## src/rtl/pipe_ctrl_pkg.sv

```systemverilog
// Shared types and constants for the pipeline stall/flush sequencer.
package pipe_ctrl_pkg;

  typedef enum logic [1:0] {
    RUN      = 2'd0,
    MEM_WAIT = 2'd1,
    HALT     = 2'd2
  } state_t;

  localparam logic [4:0]  REG_ZERO  = 5'd0;
  localparam int unsigned CNT_W_DEF = 16;

endpackage

```

## src/rtl/hazard_sat_counter.sv

```systemverilog
// Saturating up-counter with asynchronous active-low clear.
module hazard_sat_counter #(
  parameter int unsigned W = 16
) (
  input  logic         clk,
  input  logic         rst_n,
  input  logic         i_inc,
  output logic [W-1:0] o_cnt
);

  logic [W-1:0] r_cnt;

  always_ff @(posedge clk or negedge rst_n) begin
    if (!rst_n) begin
      r_cnt <= '0;
    end else if (i_inc && (r_cnt != '1)) begin
      r_cnt <= r_cnt + 1'b1;
    end
  end

  assign o_cnt = r_cnt;

endmodule

```

## src/rtl/pipeline_hazard_ctrl.sv

```systemverilog
// Stall/flush sequencer for the 5-stage pipeline: load-use, taken branch
// and multi-cycle data-memory hazards, with perf counters and timeout error.
module pipeline_hazard_ctrl
  import pipe_ctrl_pkg::*;
#(
  parameter int unsigned MEM_TIMEOUT = 255,
  parameter int unsigned CNT_W       = CNT_W_DEF
) (
  input  logic             CLK,
  input  logic             RESET_N,
  input  logic [4:0]       id_rs,
  input  logic [4:0]       id_rt,
  input  logic             ex_MemRead,
  input  logic [4:0]       ex_WriteReg,
  input  logic             mem_Branch,
  input  logic             mem_zero,
  input  logic             mem_MemRead,
  input  logic             mem_MemWrite,
  input  logic             dmem_ready,
  output logic             dmem_req,
  output logic             pc_en,
  output logic             pc_sel_branch,
  output logic             ifid_en,
  output logic             idex_en,
  output logic             exmem_en,
  output logic             memwb_en,
  output logic             ifid_flush,
  output logic             idex_flush,
  output logic             exmem_flush,
  output logic             memwb_flush,
  output logic             mem_err,
  output logic [CNT_W-1:0] stall_cnt,
  output logic [CNT_W-1:0] flush_cnt
);

  localparam logic [15:0] TIMEOUT_W = 16'(MEM_TIMEOUT);

  state_t      r_state;
  state_t      w_state_nxt;
  logic [15:0] r_wait_cnt;
  logic [15:0] w_wait_nxt;
  logic        r_mem_err;

  logic w_memop;
  logic w_taken;
  logic w_lu;
  logic w_mem_stall;
  logic w_release;
  logic w_timeout;
  logic w_stall_inc;
  logic w_flush_inc;

  assign w_memop = mem_MemRead | mem_MemWrite;
  assign w_taken = mem_Branch & mem_zero;
  assign w_lu    = ex_MemRead & (ex_WriteReg != REG_ZERO) &
                   ((ex_WriteReg == id_rs) | (ex_WriteReg == id_rt));

  // w_mem_stall: memory access outstanding this cycle; w_release: stages advance
  always_comb begin
    w_mem_stall = 1'b0;
    w_release   = 1'b0;
    case (r_state)
      RUN: begin
        w_mem_stall = w_memop & ~dmem_ready;
        w_release   = ~(w_memop & ~dmem_ready);
      end
      MEM_WAIT: begin
        w_mem_stall = ~dmem_ready;
        w_release   = dmem_ready;
      end
      default: ;
    endcase
  end

  assign w_timeout   = (r_state == MEM_WAIT) & ~dmem_ready & (r_wait_cnt >= TIMEOUT_W);
  assign w_stall_inc = w_mem_stall | (w_release & ~w_taken & w_lu);
  assign w_flush_inc = w_release & w_taken;

  always_ff @(posedge CLK or negedge RESET_N) begin
    if (!RESET_N) begin
      r_state    <= RUN;
      r_wait_cnt <= '0;
      r_mem_err  <= 1'b0;
    end else begin
      r_state    <= w_state_nxt;
      r_wait_cnt <= w_wait_nxt;
      r_mem_err  <= r_mem_err | w_timeout;
    end
  end

  always_comb begin
    w_state_nxt = r_state;
    w_wait_nxt  = r_wait_cnt;
    case (r_state)
      RUN: begin
        if (w_mem_stall) begin
          w_state_nxt = MEM_WAIT;
          w_wait_nxt  = 16'd1;
        end
      end
      MEM_WAIT: begin
        if (dmem_ready) begin
          w_state_nxt = RUN;
          w_wait_nxt  = '0;
        end else if (w_timeout) begin
          w_state_nxt = HALT;
        end else begin
          w_wait_nxt = r_wait_cnt + 16'd1;
        end
      end
      HALT: ;
      default: w_state_nxt = RUN;
    endcase
  end

  // Reset overrides the state decode so dmem_req drops and bubbles load immediately
  always_comb begin
    dmem_req      = 1'b0;
    pc_en         = 1'b0;
    pc_sel_branch = 1'b0;
    ifid_en       = 1'b0;
    idex_en       = 1'b0;
    exmem_en      = 1'b0;
    memwb_en      = 1'b0;
    ifid_flush    = 1'b0;
    idex_flush    = 1'b0;
    exmem_flush   = 1'b0;
    memwb_flush   = 1'b0;
    if (!RESET_N) begin
      ifid_flush  = 1'b1;
      idex_flush  = 1'b1;
      exmem_flush = 1'b1;
      memwb_flush = 1'b1;
    end else if (w_mem_stall) begin
      dmem_req    = 1'b1;
      memwb_en    = 1'b1;
      memwb_flush = 1'b1;
    end else if (w_release) begin
      dmem_req = w_memop | (r_state == MEM_WAIT);
      exmem_en = 1'b1;
      memwb_en = 1'b1;
      idex_en  = 1'b1;
      if (w_taken) begin
        pc_sel_branch = 1'b1;
        pc_en         = 1'b1;
        ifid_en       = 1'b1;
        ifid_flush    = 1'b1;
        idex_flush    = 1'b1;
        exmem_flush   = 1'b1;
      end else if (w_lu) begin
        idex_flush = 1'b1;
      end else begin
        pc_en   = 1'b1;
        ifid_en = 1'b1;
      end
    end
  end

  assign mem_err = r_mem_err;

  hazard_sat_counter #(.W(CNT_W)) u_stall_cnt (
    .clk   (CLK),
    .rst_n (RESET_N),
    .i_inc (w_stall_inc),
    .o_cnt (stall_cnt)
  );

  hazard_sat_counter #(.W(CNT_W)) u_flush_cnt (
    .clk   (CLK),
    .rst_n (RESET_N),
    .i_inc (w_flush_inc),
    .o_cnt (flush_cnt)
  );

endmodule

```

## config.mk

```make
export PLATFORM = sky130hd
export DESIGN_NAME = pipeline_hazard_ctrl
export DESIGN_NICKNAME = d
export VERILOG_FILES = /design/src/rtl/pipe_ctrl_pkg.sv /design/src/rtl/hazard_sat_counter.sv /design/src/rtl/pipeline_hazard_ctrl.sv
export SDC_FILE = /design/constraint.sdc
export NUM_CORES = 1
export LEC_CHECK = 0
export ABC_AREA = 1
export CAP_MARGIN = 20
export CORE_MARGIN = 2
export CORE_UTILIZATION = 35
export DETAILED_ROUTE_END_ITERATION = 10
export GPL_TIMING_DRIVEN = 0
export SETUP_SLACK_MARGIN = 0.3
export SYNTH_ARGS = -nofsm -noshare
export SYNTH_HDL_FRONTEND = slang
export SYNTH_SLANG_ARGS = --single-unit
```

## constraint.sdc

```tcl
create_clock -name CLK -period 2.9 [get_ports CLK]
set_input_delay 0.58 -clock CLK [delete_from_list [all_inputs] [get_ports CLK]]
set_output_delay 0.58 -clock CLK [all_outputs]
set_load 0.005 [all_outputs]
```

==> metrics.md, run 1 <==
| Metric | Value |
|---|---|
| Outcome | completed |
| Worst Clk Skew | 0.0110 ns |
| Vias in the first global route | 2,573 |
| Required @ worst endpoint | 2.32 ns |
| Power Total | 1.77 mW |
| Layout cells sized above 1 | 12.0% |
| Port bufs | 66 |
| CP Capture Type | output port |
| Minimum clock period | 2.50 ns |
| RSZ-0062 raised after global routing | false |
| Max-slew headroom | 72.7% |
| Nets | 524 |
| Setup TNS | 0 ns |
| Clk_lat worst skew | 0.30 ns |
| Netlist cell types | 26 |
| FF+latch count, synth | 51 |
| Setup CP Type | in2out |
| Gate Count Post-Synth | 413 |
| I/O Pins | 67 |
| Root Driver | clkbuf_8 |
| Avg Vias per Cell | 4.57 |
| Slew Viols, Final | 0 |
| Power share of the clock group | 22.8% |
| Pin count of the biggest net entering global routing | 37 |
| Residual DRC | 0 |
| Net switching power | 553 uW |
| CTS tree | built |
| Post-route ant nets | 0 |
| Max Freq | 400 MHz |
| Synth Cell Area | 0.00297 mm^2 |
| Diode count | 0 |
| Yosys warns | 0 |
| Standard-cell rows | 33 |
| Hold-fix buffers at CTS | 0 |
| Initial core utilization | 36.1% |
| Sequential group share of total power | 50.3% |
| Int Pwr | 1.22 mW |
| Die height | 96.1 um |
| Placer congestion estimate | 0.843 |
| CP arrival | 1.92 ns |
| Gr usage total | 15.8% |
| Total of max-cap violations | 0 |
| Clk buf depth | 2 |
| Num CTS Buffers | 5 |
| Switch share | 31.3% |
| GRT overflow | 0 |
| Final wirelength | 7040 um |
| Clk pin slew, worst setup/hold paths | 0.09 ns |
| Sink Count | 51 |
| Actual slew at the worst max-slew pin | 0.407 ns |
| Post-DP HPWL | 5280 um |
| CP Launch Type | input port |
| Vias | 2,763 |
| Initial antenna violation count | 0 |
| Worst IR Drop VDD | 276 uV |
| Final setup fails | 0 |
| Filler cells | 816 |
| Pre-antenna DRT Iters | 4 |
| Initial drt markers | 95 |
| Total core area | 0.00822 mm^2 |
| DR WL/cell | 11.7 um |
| Worst min path class | in2async |
| Syn nets | 439 |
| R2r worst-path depth | 15 |
| H-tree depth | 2 |
| First-pass GRT wire length | 11,700 um |
| Die width | 96.1 um |
| Period Utilization, post-route | 86.2% |
| Leakage power | 2.06 nW |
| Register area share after synthesis | 43.0% |
| PwrDens | 442 mW/mm^2 |
| Die Area | 0.00923 mm^2 |
| Worst Path Max Fanout | 3 |
| Syn-to-layout area delta | 34.7% |
| Combinational share of power | 26.9% |
| Final hold viol count | 0 |
| Mapped Avg Cell Area | 7.19 um^2 |
registers in the layout (all words and copies together), names as in the netlist:
signal / count
mem_err: 1
r_state: 2
r_wait_cnt: 16
u_flush_cnt.o_cnt: 16
u_stall_cnt.o_cnt: 16
cell usage after synthesis:
cell type    n  area (um^2)
nor3_2       3         30.0
ha_1         3         37.5
nand2_2      3         18.8
xnor2_1      9         78.8
o21ai_0     14         70.1
clkinv_1     1         3.75
dfrtp_1     51         1280
nor3_4       1         16.3
nor2_4       1         11.3
inv_1       50          188
o22ai_1      1         6.26
a21o_1       1         7.51
o31ai_1      1         7.51
buf_2        4         20.0
nand4_1      7         43.8
nand3_1     38          190
a21oi_1      1         5.00
a21boi_0     1         7.51
buf_4        3         22.5
xor2_1      15          131
nor3_1      11         55.1
buf_6        1         11.3
o21ai_1      4         20.0
inv_2       10         37.5
nand2_1    124          465
nor2_1      55          206
stage by stage:
step | area, um^2 | hold WS, ns | instances | setup WS [ns] | utilization, %
after floorplan | 2970 | 0.284 | 413 | 1.00 | -
after global placement | 3760 | 0.451 | 584 | -1.94 | 45.8
after detailed placement | 3770 | 0.462 | 585 | -0.0881 | 45.9
after CTS | 3930 | 0.108 | 601 | 0.199 | 47.8
after global routing | 4000 | 0.0742 | 604 | 0.295 | 48.7
final | 4000 | 0.0821 | 604 | 0.399 | 48.7
final timing paths:
path / from / end / slack, ns
setup / recovery: ex_WriteReg[4] / pc_en / 0.40
hold / removal: RESET_N / r_wait_cnt[6]$_DFFE_PN0P_ / 0.08
setup reg to reg: r_state[0]$_DFFE_PN0P_ / u_flush_cnt.o_cnt[5]$_DFFE_PN0P_ / 0.74
hold reg to reg: mem_err$_DFF_PN0_ / mem_err$_DFF_PN0_ / 0.48
max in group asynchronous: RESET_N / u_flush_cnt.o_cnt[13]$_DFFE_PN0P_ / 2.47
min in group CLK: mem_err$_DFF_PN0_ / mem_err$_DFF_PN0_ / 0.48
layer usage:
metal	vias up	share of wire (%)	track usage (%)	wire, um
met2	33	47	25.5	3280
li1	1450	-	-	-
met4	0	0.55	2.98	39
met3	4	2.7	2.82	190
met1	1276	50	22.4	3530
met5	-	0	0	0
layout make-up:
type                            count  area (um^2)  area share [%]
Buffer                              8         56.3            1.41
Multi-Input combinational cell    293         1450            36.2
Clock buffer                        6         72.6            1.81
Timing Repair Buffer               78          773            19.3
Inverter                           61          229            5.73
Sequential cell                    51         1280            31.9
Tap cell                          105          131            3.29
Clock inverter                      2         12.5           0.313
cell usage in the layout, fill, tap and decap left out, drive strengths merged:
cell,netlist,layout
dlymetal6s2s,0,6
clkinv,1,2
buf,8,19
clkdlybuf4s50,0,40
xnor2,9,9
o31ai,1,1
o21ai,18,18
a21oi,1,1
nor3,15,15
nand4,7,7
dlygate4sd2,0,12
nor2,56,56
ha,3,3
nand3,38,38
nand2,127,127
clkinvlp,0,1
xor2,15,15
clkbuf,0,13
inv,60,60
clkdlybuf4s15,0,2
o22ai,1,1
a21o,1,1
a21boi,1,1
dfrtp,51,51
power groups by stage:
stage | combinational [mW] | clock, mW | sequential, mW
after floorplan | 0.212 | 0 | 0.887
final | 0.476 | 0.402 | 0.889
after global routing | 0.537 | 0.444 | 0.906
after CTS | 0.472 | 0.420 | 0.891
after global placement | 0.455 | 0 | 0.901
after detailed placement | 0.464 | 0 | 0.903
worst max-delay path, cell delays in order:
cell,delay (ns)
dlygate4sd2_1,0.25
inv_2,0.06
nand2_1,0.05
nand2_1,0.05
nor2_1,0.15
nand3_2,0.11
a21oi_2,0.15
nand2_1,0.06
nand2_1,0.06
inv_1,0.04
buf_4,0.12
dlygate4sd2_1,0.25
kinds of logic (layout without fill, tap and decap cells):
group | count (synthesis) | in the layout | synth area share [%]
DFF | 51 | 51 | 43.0
AOI/OAI and AO/OA | 23 | 23 | 4.17
xor gates and xnor gates | 24 | 24 | 7.08
buffers and inverters | 69 | 155 | 9.53
and+or+nand+nor | 243 | 243 | 34.9
adders and majority gates | 3 | 3 | 1.26
timing repair:
| item | CTS | global route |
|---|---|---|
| setup buffers | 8 | 2 |
| gates cloned | 0 | 1 |
| pin swaps | 11 | 10 |
| resized for setup | 29 | 26 |
| setup endpoints to repair | 10 | 15 |
Power figures use the tool's default switching activity.
==> run 2, diff against run 1 <==
==> constraint.sdc (replaced) <==
create_clock -name CLK -period 2.9 [get_ports CLK]
set_input_delay 0.87 -clock CLK [delete_from_list [all_inputs] [get_ports CLK]]
set_output_delay 0.87 -clock CLK [all_outputs]
set_load 0.005 [all_outputs]
==> run 2 against run 1 <==
Clock power up 1%. Worst hold slack better by 0.29 ns. Cell count up 1.7%. Critical endpoint is now idex_flush. Global-route usage up 0.60 points.
==> metrics.md, run 2 (synthesis gave the netlist of run 1 again) <==
| Metric | Value |
|---|---|
| Outcome | completed |
| Initial drt markers | 103 |
| CP arrival | 1.89 ns |
| Hold Slack | 0.369 ns |
| Vias | 2,840 |
| Nets | 534 |
| Leakage power | 2.09 nW |
| Clk_lat worst skew | 0.30 ns |
| Diode count | 0 |
| Initial antenna violation count | 0 |
| Pre-CTS setup slack | -0.668 ns |
| Die height | 96.1 um |
| Final wirelength | 7280 um |
| Syn-to-layout area delta | 40.5% |
| Final Core Density | 50.8% |
| Reg2reg start | r_state[0]$_DFFE_PN0P_ |
| Residual DRC | 0 |
| Clk buf depth | 2 |
| Minimum clock period | 2.76 ns |
| Gr usage total | 16.4% |
| Commonest non-fill, non-tap cell in the layout | nand2_1 |
| Slew Viols, Final | 0 |
| Total core area | 0.00822 mm^2 |
| Port bufs | 66 |
| First-pass GRT wire length | 12,100 um |
| Final setup fails | 0 |
| Final hold viol count | 0 |
| Setup TNS | 0 ns |
| Root Driver | clkbuf_8 |
| Max Freq | 363 MHz |
| Max-slew headroom | 72.8% |
| Worst setup margin | 0.145 ns |
| Cell count after placement | 585 |
| Worst Path Max Fanout | 3 |
| Initial core utilization | 36.1% |
| Post-DP HPWL | 5280 um |
| R2r worst-path depth | 15 |
| Total of max-cap violations | 0 |
| Vias in the first global route | 2,659 |
| Required @ worst endpoint | 2.03 ns |
| Worst IR Drop VDD | 277 uV |
| Layout cells sized above 1 | 21.6% |
| Pin count of the biggest net entering global routing | 22 |
| Worst min path class | in2async |
| Num CTS Buffers | 5 |
| R2R Path End | u_flush_cnt.o_cnt[5]$_DFFE_PN0P_ |
| Power Total | 1.82 mW |
| Sink Count | 51 |
| Most frequent cells in the layout | nand2_1 (116), dfrtp_1 (51), nor2_1 (48), inv_1 (41), nand3_1 (37) |
| Clk pin slew, worst setup/hold paths | 0.10 ns |
| Avg Vias per Cell | 4.63 |
| Period Utilization, post-route | 95.0% |
| Placer congestion estimate | 0.843 |
| Die Area | 0.00923 mm^2 |
| Actual slew at the worst max-slew pin | 0.407 ns |
| Final Cell Area | 0.00417 mm^2 |
| CTS tree | built |
| Worst Clk Skew | 0.0127 ns |
| GRT overflow | 0 |
| I/O Pins | 67 |
| Reg-to-reg setup timing slack | 0.76 ns |
| PwrDens | 436 mW/mm^2 |
| Die width | 96.1 um |
| Standard-cell rows | 33 |
| Cell Count, Final, Fillers Out | 614 |
| CP Capture Type | output port |
| Pre-antenna DRT Iters | 4 |
| H-tree depth | 2 |
| RSZ-0062 raised after global routing | true |
| Setup CP Type | in2out |
| CP Launch Type | input port |
| DR WL/cell | 11.9 um |
| Post-placement cell area | 0.00377 mm^2 |
| Post-route ant nets | 0 |
-- run 2: layout make-up --
class,instances,area (um^2)
Inverter,61,231
Clock buffer,6,72.6
Sequential cell,51,1280
Timing Repair Buffer,88,890
Tap cell,105,131
Multi-Input combinational cell,293,1490
Fill cell,794,4050
Clock inverter,2,12.5
Buffer,8,65.1
-- run 2: how the worst max path moves through the flow --
stage	from	end	depth (start not counted)
after floorplan	id_rs[4]	pc_en	10
after global placement	RESET_N	pc_en	7
after detailed placement	ex_WriteReg[4]	idex_flush	10
after CTS	RESET_N	dmem_req	6
after global routing	ex_WriteReg[1]	idex_flush	11
final	ex_WriteReg[4]	idex_flush	11
-- run 2: what timing repair did --
| action | 4_1_cts | 5_1_grt |
|---|---|---|
| buffers inserted | 15 | 5 |
| hold buffers | 0 | 0 |
| gates cloned | 1 | 0 |
| pin swaps | 25 | 23 |
| gates resized for setup | 136 | 39 |
| endpoints found under the setup margin | 11 | 11 |
-- run 2: critical path, cell delays in order --
cell and delay (ns):
buf_6 0.08, inv_2 0.04, nand2_1 0.05, nand2_1 0.05, nor2_1 0.12, nand3_1 0.12, a21oi_2 0.17, buf_4 0.12
nor2_2 0.03, o21ai_1 0.12, buf_2 0.13
-- run 2: routing by layer --
| metal | track usage, % | up-vias | share of wire, % |
|---|---|---|---|
| met5 | 0 | - | 0 |
| met1 | 23.1 | 1319 | 48 |
| met2 | 26.7 | 41 | 48 |
| met4 | 2.98 | 0 | 0.76 |
| li1 | - | 1474 | - |
| met3 | 2.82 | 6 | 3.1 |
-- run 2: power by group --
group	switching [mW]	total [mW]	internal, mW
Clock	0.236	0.406	0.169
Combinational	0.231	0.519	0.288
Sequential	0.103	0.891	0.788
==> run 3, diff against run 2 <==
--- a/config.mk
+++ b/config.mk
@@ -8,7 +8,7 @@
 export ABC_AREA = 1
 export CAP_MARGIN = 20
 export CORE_MARGIN = 2
-export CORE_UTILIZATION = 35
+export CORE_UTILIZATION = 25
 export DETAILED_ROUTE_END_ITERATION = 10
 export GPL_TIMING_DRIVEN = 0
 export SETUP_SLACK_MARGIN = 0.3
==> constraint.sdc (replaced) <==
create_clock -name CLK -period 3.31 [get_ports CLK]
set_input_delay 0.993 -clock CLK [delete_from_list [all_inputs] [get_ports CLK]]
set_output_delay 0.993 -clock CLK [all_outputs]
set_load 0.005 [all_outputs]
==> run 3 against run 2 <==
The flow now finishes with violations (design-rule violations). Total power up 4.9%. Cell count up 6.7%. Critical path depth down 2. Routed wire length up 6.8%. Worst hold slack improved by 0.10 ns. Sequential power is 13% lower. Combinational power is 9.2% lower. Core utilization is 12 points lower. Die area grew 38%. Worst setup slack improved by 0.084 ns. Global-route usage shrank 4.1 points. Highest routed layer unchanged.
==> metrics.md, run 3 (synthesis gave the netlist of run 1 again) <==
| Metric | Value |
|---|---|
| Clk buf depth | 2 |
| Nets | 537 |
| Reg2reg start | r_state[0]$_DFFE_PN0P_ |
| Critical Path Max Stage Delay | 0.21 ns |
| PwrDens | 432 mW/mm^2 |
| Initial core utilization | 25.8% |
| Standard-cell rows | 39 |
| DR WL/cell | 11.9 um |
| Final hold viol count | 0 |
| Final Cell Area | 0.00441 mm^2 |
| Pre-antenna DRT Iters | 7 |
| Leakage power | 2.17 nW |
| Minimum clock period | 3.08 ns |
| Worst Path Max Fanout | 2 |
| Diode count | 0 |
| Initial antenna violation count | 0 |
| Crit-path cells | clkdlybuf4s15_1 > xnor2_2 > nand3_2 > a21oi_2 > buf_4 > buf_6 > nor2_2 > o21ai_1 > buf_2 |
| Vias in the first global route | 2,829 |
| Die width | 113 um |
| Initial drt markers | 93 |
| Final Core Density | 38.3% |
| Slew Viols, Final | 0 |
| Residual DRC | 2 |
| Setup TNS | 0 ns |
| Die height | 113 um |
| I/O Pins | 67 |
| Clk_lat worst skew | 0.29 ns |
| Commonest non-fill, non-tap cell in the layout | nand2_1 |
| Total of max-cap violations | 0 |
| Final setup fails | 0 |
| Hold-fix buffers at CTS | 0 |
| Required @ worst endpoint | 2.32 ns |
| Max-slew headroom | 73.3% |
| Hold Slack | 0.471 ns |
| Sink Count | 51 |
| Syn-to-layout area delta | 48.7% |
| Die Area | 0.0128 mm^2 |
| Clk pin slew, worst setup/hold paths | 0.07 ns |
| Worst setup path start | id_rt[3] |
| Avg Vias per Cell | 4.43 |
| Worst Path Buf+Inv | 4 |
| Total core area | 0.0115 mm^2 |
| Violated checks | design-rule violations |
| Setup CP Type | in2out |
| H-tree depth | 2 |
| Num CTS Buffers | 5 |
| Post-placement cell area | 0.00382 mm^2 |
| Gr usage total | 12.3% |
| Worst IR Drop VDD | 410 uV |
| CP Capture Type | output port |
| First-pass GRT wire length | 13,100 um |
| RSZ-0062 raised after global routing | true |
| Delay-heaviest family, CP | buffers and inverters |
| Root Driver | clkbuf_16 |
| Max Freq | 325 MHz |
| Most frequent cells in the layout | nand2_1 (108), dfrtp_1 (51), nor2_1 (44), inv_1 (42), nand3_1 (36) |
| Power Total | 1.90 mW |
| Pin count of the biggest net entering global routing | 16 |
| Outcome | complete, but fails checks |
| GRT overflow | 0 |
| Hold Startpoint | mem_err$_DFF_PN0_ |
| Period Utilization, post-route | 93.1% |
| Layout cells sized above 1 | 24.2% |
| Post-route ant nets | 0 |
| Final wirelength | 7780 um |
| Worst min path class | reg2reg |
| CP Launch Type | input port |
| CP arrival | 2.09 ns |
| CTS tree | built |
| Worst Clk Skew | 0.00727 ns |
| Port bufs | 66 |
| Post-DP HPWL | 5430 um |
| Placer congestion estimate | 0.824 |
| Vias | 2,904 |
| Slowest cell on crit path | clkdlybuf4s15_1 |
| Actual slew at the worst max-slew pin | 0.399 ns |
| Filler cells | 1,173 |
[run 3: changes by cell type in the layout (fill, tap and decap cells not counted), moves of 2 or more]
cell,previous run,this run
buf_6,23,14
nand2_2,9,18
nand2_1,116,108
buf_4,15,22
clkbuf_16,0,5
clkbuf_8,5,0
nor2_1,48,44
dlygate4sd2_1,2,5
bufinv_16,0,2
inv_2,18,16
nor2_2,4,6
nor2_4,4,6
[run 3: path summary, 6_finish.rpt]
check / endpoint / cells past startpoint / slack, ns
worst max-delay path: idex_flush / 9 / 0.23
worst min register to register: mem_err$_DFF_PN0_ / 2 / 0.47
worst min-delay path: mem_err$_DFF_PN0_ / 2 / 0.47
worst max register to register: u_flush_cnt.o_cnt[12]$_DFFE_PN0P_ / 19 / 0.72
max in group asynchronous: u_flush_cnt.o_cnt[4]$_DFFE_PN0P_ / 3 / 2.34
min in group asynchronous: u_stall_cnt.o_cnt[4]$_DFFE_PN0P_ / 1 / 0.51
[run 3: per-stage QoR]
stage	setup WS, ns	cells
after floorplan	0.587	413
after global placement	-2.36	622
after detailed placement	-0.597	623
after CTS	0.194	652
after global routing	0.147	655
final	0.229	655
[run 3: per-layer routing]
layer  global-route usage [%]  part of all wire [%]  up-vias
met5                        0                     0        -
met4                     4.07                   2.0        0
met3                     2.20                   3.1       12
met2                     20.6                    49       45
met1                     16.2                    46     1370
li1                         -                     -     1477
[run 3: area by class of cell]
type | count | area (um^2) | area share (%)
multi-input combinational | 293 | 1550 | 35.1
clock buffer | 6 | 129 | 2.92
timing repair buffer | 91 | 926 | 21.0
inverter | 61 | 236 | 5.36
buffer | 8 | 57.6 | 1.30
sequential | 51 | 1280 | 28.9
clock inverter | 2 | 60.1 | 1.36
tap | 143 | 179 | 4.05
[run 3: what timing repair did]
action	CTS	global route
setup buffers	19	3
pin swaps	26	28
setup endpoints to repair	11	9
resized for setup	126	51
cloned	2	0
[run 3: worst register-to-register path, delay by kind of cell, from the launching register on]
family	cells	cell delay, ns
buffers and inverters	12	1.39
AND/OR/NAND/NOR	6	0.56
flip-flops	1	0.41
XOR/XNOR	1	0.15
[run 3: power breakdown]
part           internal, mW  switching (mW)  total [mW]  leakage, nW
clock                 0.434           0.223       0.656       0.0911
sequential            0.691          0.0867       0.778        0.677
combinational         0.256           0.215       0.471         1.40
